File: src/rtl/led_share_arbiter.sv
// Round-robin arbiter that shares one active-low RGB LED between NREQ requesters.
// Each grant is held for at least MIN_DWELL cycles. A grant is revoked after MAX_HOLD
// cycles only if another requester is waiting. The LED is forced dark for GAP cycles
// between owners, plus the IDLE arbitration cycle.
module led_share_arbiter #(
  parameter int unsigned NREQ      = 3,
  parameter int unsigned MIN_DWELL = 4,
  parameter int unsigned MAX_HOLD  = 16,
  parameter int unsigned GAP       = 2
) (
  input  logic                i_clk,
  input  logic                i_rst,
  input  logic [NREQ-1:0]     i_req,
  input  logic [3*NREQ-1:0]   i_colour,
  output logic [NREQ-1:0]     o_gnt,
  output logic                o_busy,
  output logic                o_led_r,
  output logic                o_led_g,
  output logic                o_led_b
);

  localparam int unsigned CntW = $clog2(MAX_HOLD + 1);
  localparam int unsigned PtrW = $clog2(NREQ);
  localparam int unsigned GapW = (GAP > 1) ? $clog2(GAP) : 1;

  localparam logic [CntW-1:0] DwellLast = CntW'(MIN_DWELL - 1);
  localparam logic [CntW-1:0] HoldLast  = CntW'(MAX_HOLD - 1);
  localparam logic [GapW-1:0] GapLast   = GapW'((GAP > 0) ? GAP - 1 : 0);
  localparam logic [PtrW-1:0] PtrMax    = PtrW'(NREQ - 1);

  typedef enum logic [1:0] {StIdle, StGrant, StGap} state_e;

  state_e          state_q, state_d;
  logic [PtrW-1:0] ptr_q, ptr_d;
  logic [PtrW-1:0] owner_q, owner_d;
  logic [CntW-1:0] cnt_q, cnt_d;
  logic [GapW-1:0] gap_q, gap_d;
  logic [NREQ-1:0] gnt_q, gnt_d;
  logic            busy_q, busy_d;
  logic [2:0]      led_q, led_d;  // {r,g,b}, active-low

  logic [2:0]      colour [NREQ];
  logic            pick_valid;
  logic [PtrW-1:0] pick_idx;
  logic            other_req;
  logic            exit_grant;

  // Unpack the per-requester {r,g,b} colour fields.
  for (genvar n = 0; n < NREQ; n++) begin : g_colour
    assign colour[n] = i_colour[3*n +: 3];
  end

  // Pick the first active request at or after the round-robin pointer, wrapping around.
  always_comb begin
    int unsigned     sum;
    logic [PtrW-1:0] pidx;
    pick_valid = 1'b0;
    pick_idx   = '0;
    sum        = 0;
    pidx       = '0;
    for (int unsigned i = 0; i < NREQ; i++) begin
      sum  = 32'(ptr_q) + i;
      pidx = PtrW'((sum >= NREQ) ? sum - NREQ : sum);
      if (!pick_valid && i_req[pidx]) begin
        pick_valid = 1'b1;
        pick_idx   = pidx;
      end
    end
  end

  // Grant exit: owner released after its minimum dwell, or pre-empted at max hold
  // when someone else is waiting.
  always_comb begin
    other_req  = |(i_req & ~gnt_q);
    exit_grant = (!i_req[owner_q] && (cnt_q >= DwellLast)) ||
                 ((cnt_q >= HoldLast) && other_req);
  end

  // Next-state and registered-output logic for the IDLE / GRANT / GAP sequence.
  always_comb begin
    state_d = state_q;
    ptr_d   = ptr_q;
    owner_d = owner_q;
    cnt_d   = cnt_q;
    gap_d   = gap_q;
    gnt_d   = gnt_q;
    led_d   = led_q;
    unique case (state_q)
      StIdle: begin
        gnt_d = '0;
        led_d = '1;
        cnt_d = '0;
        if (pick_valid) begin
          state_d = StGrant;
          owner_d = pick_idx;
          gnt_d   = NREQ'(1) << pick_idx;
          led_d   = ~colour[pick_idx];
        end
      end
      StGrant: begin
        if (exit_grant) begin
          // Advancing past the owner makes it lowest priority next time.
          ptr_d   = (owner_q == PtrMax) ? '0 : owner_q + 1'b1;
          gnt_d   = '0;
          led_d   = '1;
          cnt_d   = '0;
          gap_d   = '0;
          state_d = (GAP > 0) ? StGap : StIdle;
        end else begin
          if (cnt_q < HoldLast) begin
            cnt_d = cnt_q + 1'b1;
          end
          led_d = ~colour[owner_q];
        end
      end
      StGap: begin
        gnt_d = '0;
        led_d = '1;
        if (gap_q == GapLast) begin
          state_d = StIdle;
        end else begin
          gap_d = gap_q + 1'b1;
        end
      end
      default: begin
        state_d = StIdle;
        gnt_d   = '0;
        led_d   = '1;
      end
    endcase
    busy_d = (state_d != StIdle);
  end

  // State and output registers with synchronous active-low reset.
  always_ff @(posedge i_clk) begin
    if (!i_rst) begin
      state_q <= StIdle;
      ptr_q   <= '0;
      owner_q <= '0;
      cnt_q   <= '0;
      gap_q   <= '0;
      gnt_q   <= '0;
      busy_q  <= 1'b0;
      led_q   <= '1;
    end else begin
      state_q <= state_d;
      ptr_q   <= ptr_d;
      owner_q <= owner_d;
      cnt_q   <= cnt_d;
      gap_q   <= gap_d;
      gnt_q   <= gnt_d;
      busy_q  <= busy_d;
      led_q   <= led_d;
    end
  end

  assign o_gnt   = gnt_q;
  assign o_busy  = busy_q;
  assign o_led_r = led_q[2];
  assign o_led_g = led_q[1];
  assign o_led_b = led_q[0];

endmodule
File: config.mk
export PLATFORM = sky130hd
export DESIGN_NAME = led_share_arbiter
export DESIGN_NICKNAME = d
export VERILOG_FILES = /design/src/rtl/led_share_arbiter.sv
export SDC_FILE = /design/constraint.sdc
export NUM_CORES = 1
export LEC_CHECK = 0
export ABC_AREA = 1
export CORE_MARGIN = 3
export CORE_UTILIZATION = 51
export CTS_CLUSTER_SIZE = 30
export DETAILED_ROUTE_END_ITERATION = 8
export GPL_TIMING_DRIVEN = 1
export PLACE_DENSITY = 0.77
export SLEW_MARGIN = 40
export SYNTH_ARGS = -nofsm -noshare
export SYNTH_HDL_FRONTEND = slang
export SYNTH_SLANG_ARGS = --single-unit
File: constraint.sdc
create_clock -name i_clk -period 5.54 [get_ports i_clk]
set_clock_uncertainty 0.15 [all_clocks]
set_input_delay 1.385 -clock i_clk [delete_from_list [all_inputs] [get_ports i_clk]]
set_output_delay 1.385 -clock i_clk [all_outputs]
set_load 0.01 [all_outputs]
# Yosys cells after proc, flatten, opt, wreduce, memory -nomap -nowiden
# Cells that the tools add are included.
# totals
reg_bits,19
latch_bits,0
ram_bits,0
romBits,0
input_bits,14
out_inout_bits,7
wordCells,97
n_memories,0
# op_classes
n_addsub,8
mul,0
div_mod_pow,0
magnitude_cmp,12
eq_ne,5
shift,1
n_mux,40
n_bitwise,6
reduce_logical,17
# op_table
cell,count
3-bit 2-to-1 mux,8
2-bit 2-to-1 mux,10
3-bit binary-select mux with 2-bit select,2
2-bit by 3-bit less-than comparator with 1-bit output (second input constant),4
3-bit case mux with 2 select lines,2
5-bit 2-to-1 mux,2
5-bit case mux with 2 select lines,1
1-bit 2-to-1 mux,9
3-bit NOT,3
1-bit binary-select mux with 2-bit select,4
2-bit AND reduction,4
3-bit by 2-bit >= comparator with 1-bit output (second input constant),2
3-bit >= comparator (second input constant),2
2-bit NOT with 3-bit output,2
2-bit case mux with 3 select lines,1
2-bit nonzero test,3
2-bit subtractor (second input constant),3
5-bit by 1-bit adder with 5-bit output (second input constant),1
5-bit by 2-bit >= comparator with 1-bit output (second input constant),1
5-bit by 4-bit >= comparator with 1-bit output (second input constant),1
5-bit by 4-bit less-than comparator with 1-bit output (second input constant),1
2-bit == test (second input constant),2
1-bit logical AND,4
2-bit by 1-bit adder with 3-bit output (second input constant),1
14 further kinds,16

# Depth between registers and ports, before layout
# Gate-level depths: netlist (run 1).
# depth
ltp_word,18
ltp_mapped,16
mapped_depth_nobuf,16

# Worst setup path before layout (run 1)
# Ideal clock, no wire load.
# synth_path
kind,input port to flip-flop
start,in i_req[2]
end,reg led_q[0]
setup_time_ns,0.112
arrival_ns,2.346
t_required_ns,5.278
setup_slack_ns,2.932
cell_stages,13
path_buffers,0
path_cell_list,inv_1 o21ai_1 nand2_4 nand2_1 nand2_1 nand2_4 nand2_4 nand2_1 nand2_1 nand2_1 nand2_1 nand2_1 nand2_1
# synth_between
elab_chain_len,16
word_cells_on_any_way,32
classes_between,20 x mux; 3 x bitwise; 9 x reduce/logical
# synth_rtl
element,line_no,text
"start, declared",13,"input logic [NREQ-1:0] i_req,"
1-bit binary-select mux with 2-bit select,64,if (!pick_valid && i_req[pidx]) begin
1-bit 2-to-1 mux (not written as such),64,
1-bit 2-to-1 mux,64,
1-bit logical NOT,64,
1-bit logical AND,64,
1-bit 2-to-1 mux,64,
1-bit logical NOT,64,
1-bit logical AND,64,
2-bit 2-to-1 mux,64,
2-bit NOT with 3-bit output (not written as such),97,led_d = ~colour[pick_idx];
3-bit binary-select mux with 2-bit select,97,
3-bit 2-to-1 mux (not written as such) (2 in series),97,
3-bit NOT,97,
3-bit 2-to-1 mux,93,if (pick_valid) begin
3-bit case mux with 2 select lines *,88,unique case (state_q)
"end signal, assigned",153,led_q <= led_d;
"end, declared",40,"logic [2:0] led_q, led_d;"
# Every way passes the cells marked *; elsewhere a longest branch is shown, timed or not. The select of a mux whose other input is x is not followed.
# A chain may end at the register's enable or synchronous reset.

# Final worst setup path (run 1)
# layout_path
start,in i_req[2]
end,reg led_q[2]
# The elaborated chain is that of the path after synthesis.

==> results of run 1 <==
area by class of cell:
| cell class | instances | area, um2 | area share, % |
|---|---|---|---|
| Tap cell | 28 | 35.03 | 2.251 |
| Inverter | 27 | 103.9 | 6.672 |
| Multi-Input combinational cell | 148 | 809.5 | 52.01 |
| Clock inverter | 1 | 5.005 | 0.3215 |
| Timing Repair Buffer | 20 | 200.2 | 12.86 |
| Clock buffer | 3 | 22.52 | 1.447 |
| Sequential cell | 19 | 380.4 | 24.44 |
flip-flops by register name (all words and copies together) (netlist names):
name / flops
cnt_q: 5
gap_q: 1
led_q: 3
o_busy: 1
o_gnt: 3
owner_q: 2
ptr_q: 2
state_q: 2
path summary, 6_finish.rpt:
path                                end  slack (ps)  cells after the start
setup reg to reg    led_q[1]$_SDFF_PN1_        3330                     14
hold reg to reg   cnt_q[1]$_SDFFE_PN0P_         340                      2
setup / recovery    led_q[2]$_SDFF_PN1_        2580                     14
hold / removal    cnt_q[1]$_SDFFE_PN0P_         340                      2
worst max-delay path, cell delays in order:
cell	delay, ps
clkdlybuf4s50_1	480
inv_1	100
o21ai_1	260
nand2_4	120
nand2_1	80
nand2_1	80
nand2_4	120
nand2_4	80
nand2_1	70
nand2_1	50
nand2_1	50
nand2_1	40
nand2_1	60
nand2_1	40
power groups by stage:
stage	Sequential, uW	Combinational (uW)	Clock [uW]
floorplan	155	51.1	0
global placement	154	83.9	0
detailed placement	154	85.3	0
CTS	151	85.8	73.7
global route	152	97.4	79.2
finish	151	86.3	71.2
per-layer routing:
metal | routed length (um) | track usage [%] | vias up
met5 | 0 | 0 | -
met4 | 38 | 6.102 | 0
met3 | 193 | 6.667 | 6
met2 | 1461 | 35.48 | 36
met1 | 1393 | 25.91 | 595
li1 | - | - | 690
cell usage in the layout, fill, tap and decap left out, types with 5 or more instances in the layout:
cell,instances
dfxtp_1,19
nand3_1,12
a21oi_1,10
clkdlybuf4s50_1,20
inv_1,23
nand4_1,5
nor2_1,17
nand2_1,53
o21ai_0,11
ha_1,5
kinds of logic (layout without fill, tap and decap cells):
logic type      count (synthesis)  after routing  share of synthesized area [%]
simple gates                  109            109                          42.43
compound gates                 34             34                          15.14
buf+inv                        28             51                          8.293
flops                          19             19                          29.31
fa+ha+maj                       5              5                          4.822
through the flow:
stage	setup slack, ps	hold WS (ps)
floorplan	2932	312.4
global placement	2283	325.6
detailed placement	2256	331.8
CTS	2575	349.2
global route	2401	369.0
finish	2579	344.6
==> summary.txt, run 1 <==
Nets - 238
Yosys top cell by area - dfxtp_1
cts hold-fix bufs - 0
Critical Path RT - 5590 ps
period utilization - 53.45%
first-pass GRT wire length - 5.457 mm
Worst Tran Pin Value - 359.2 ps
Max-cap violations - 0
# diodes - 0
Synth area leaders - dfxtp_1, nand2_1, inv_1, nor2_1, ha_1
asr flop ratio synth - 0%
synthesized area - 1297 um2
Pwr Density - 198.0 nW/um2
Sw Pwr - 98.77 uW
fmax - 337.7 MHz
endpoints failing setup - 0
fin. max-slew vios - 0
critical path capture point type - register
Final Util - 67.13%
worst hold path type - reg -> reg
starting density of the core - 55.96%
DIE WIDTH - 56.44 um
Detailed Route WL - 3.086 mm
clock network fraction of total power - 23.1%
most frequent cell after synthesis - nand2_1
Leakage Power - 0.0007276 uW
Worst-Skew Late Latency - 300 ps
Area Growth Syn to Fin - 19.96%
vias in the first global route - 1300
share of layout cells above drive strength 1 - 11.93%
Setup crit start - i_req[2]
setup TNS - 0 ps
clk slew on worst S/H paths - 110 ps
register area share after synthesis - 29.32%
Detail Placement HPWL - 2.456 mm
GRT overflow - 0
WL/cell - 12.54 um
RD Place Congestion - 1.017
Max Root-Sink Buffers - 2
status - finished, final reports clean
initial antenna violation count - 0
DR DRC count - 0
Sequential Power Share - 48.9%
Final Hold Fails - 0
Final Instance Count excl. Fillers - 246
vias per cell - 5.394
Main synth FF type - dfxtp_1
startpoint types - input pin
synthesized area per cell - 6.654 um2
Seq cells post-synth - 19
crit path max fanout - 8
Net Sw Frac - 32.05%
DP Cell Count - 242
Worst Hold Launch - cnt_q[1]$_SDFFE_PN0P_
CTS tree - done
minimum clock period - 2961 ps
DR pass1 iterations - 4
Setup CP Type - in -> reg
top cell type's share of synthesized area - 29.32%
pin count of the biggest net entering global routing - 13
Ports - 21
Post-DRT Antenna Nets - 0
CTS sink cnt - 19
RSZ-0062 raised after global routing - no
die area - 3185 um2
Post-CTS Setup Bufs - 0
synth warn - 0
total power - 308.2 uW
Comb pwr share - 28.0%
IO Port Bufs - 20
FP Rows - 17
fill count - 197
Synth cell types - 29
drt first-iter violations - 50
VDD IR max - 0.1971 mV
CTS Buf Count - 3
Post-synth top cells - nand2_1, inv_1, dfxtp_1
# H-tree levels - 1
cts repair resizes - 0
syn_nets - 214
Core Area - 2318 um2
Finished Cell Area - 1556 um2
All-Layer GR Usage - 21.23%
Vias - 1327
Syn Inst Count - 195
Placed Area - 1529 um2
Int Pwr - 209.4 uW
Arr. time, crit path - 3010 ps
Die H - 56.44 um
Root Driver - clkbuf_4
Post-synth EDFFs - 0
worst r2r src - ptr_q[0]$_SDFFE_PN0P_
Rel. slew slack - 76.03%
Note: power is estimated with default switching activity, not from simulation.
==> inputs of run 2 (changes only) <==
==> constraint.sdc (replaced) <==
create_clock -name i_clk -period 2.9 [get_ports i_clk]
set_clock_uncertainty 0.15 [all_clocks]
set_input_delay 0.725 -clock i_clk [delete_from_list [all_inputs] [get_ports i_clk]]
set_output_delay 0.725 -clock i_clk [all_outputs]
set_load 0.01 [all_outputs]
==> results of run 2 <==
The final DEF is identical to that of run 1. Status: finished, final reports clean.
Main changes from that run: final weighted congestion in routability-driven placement 1.017 -> 0.9948; setup slack after placement 2256 ps -> 275.8 ps; setup slack after layout 2579 ps -> 598.9 ps; register-to-register setup slack 3330 ps -> 690 ps; total power 308.2 uW -> 588.7 uW; worst IR drop on VDD 0.1971 mV -> 0.3765 mV
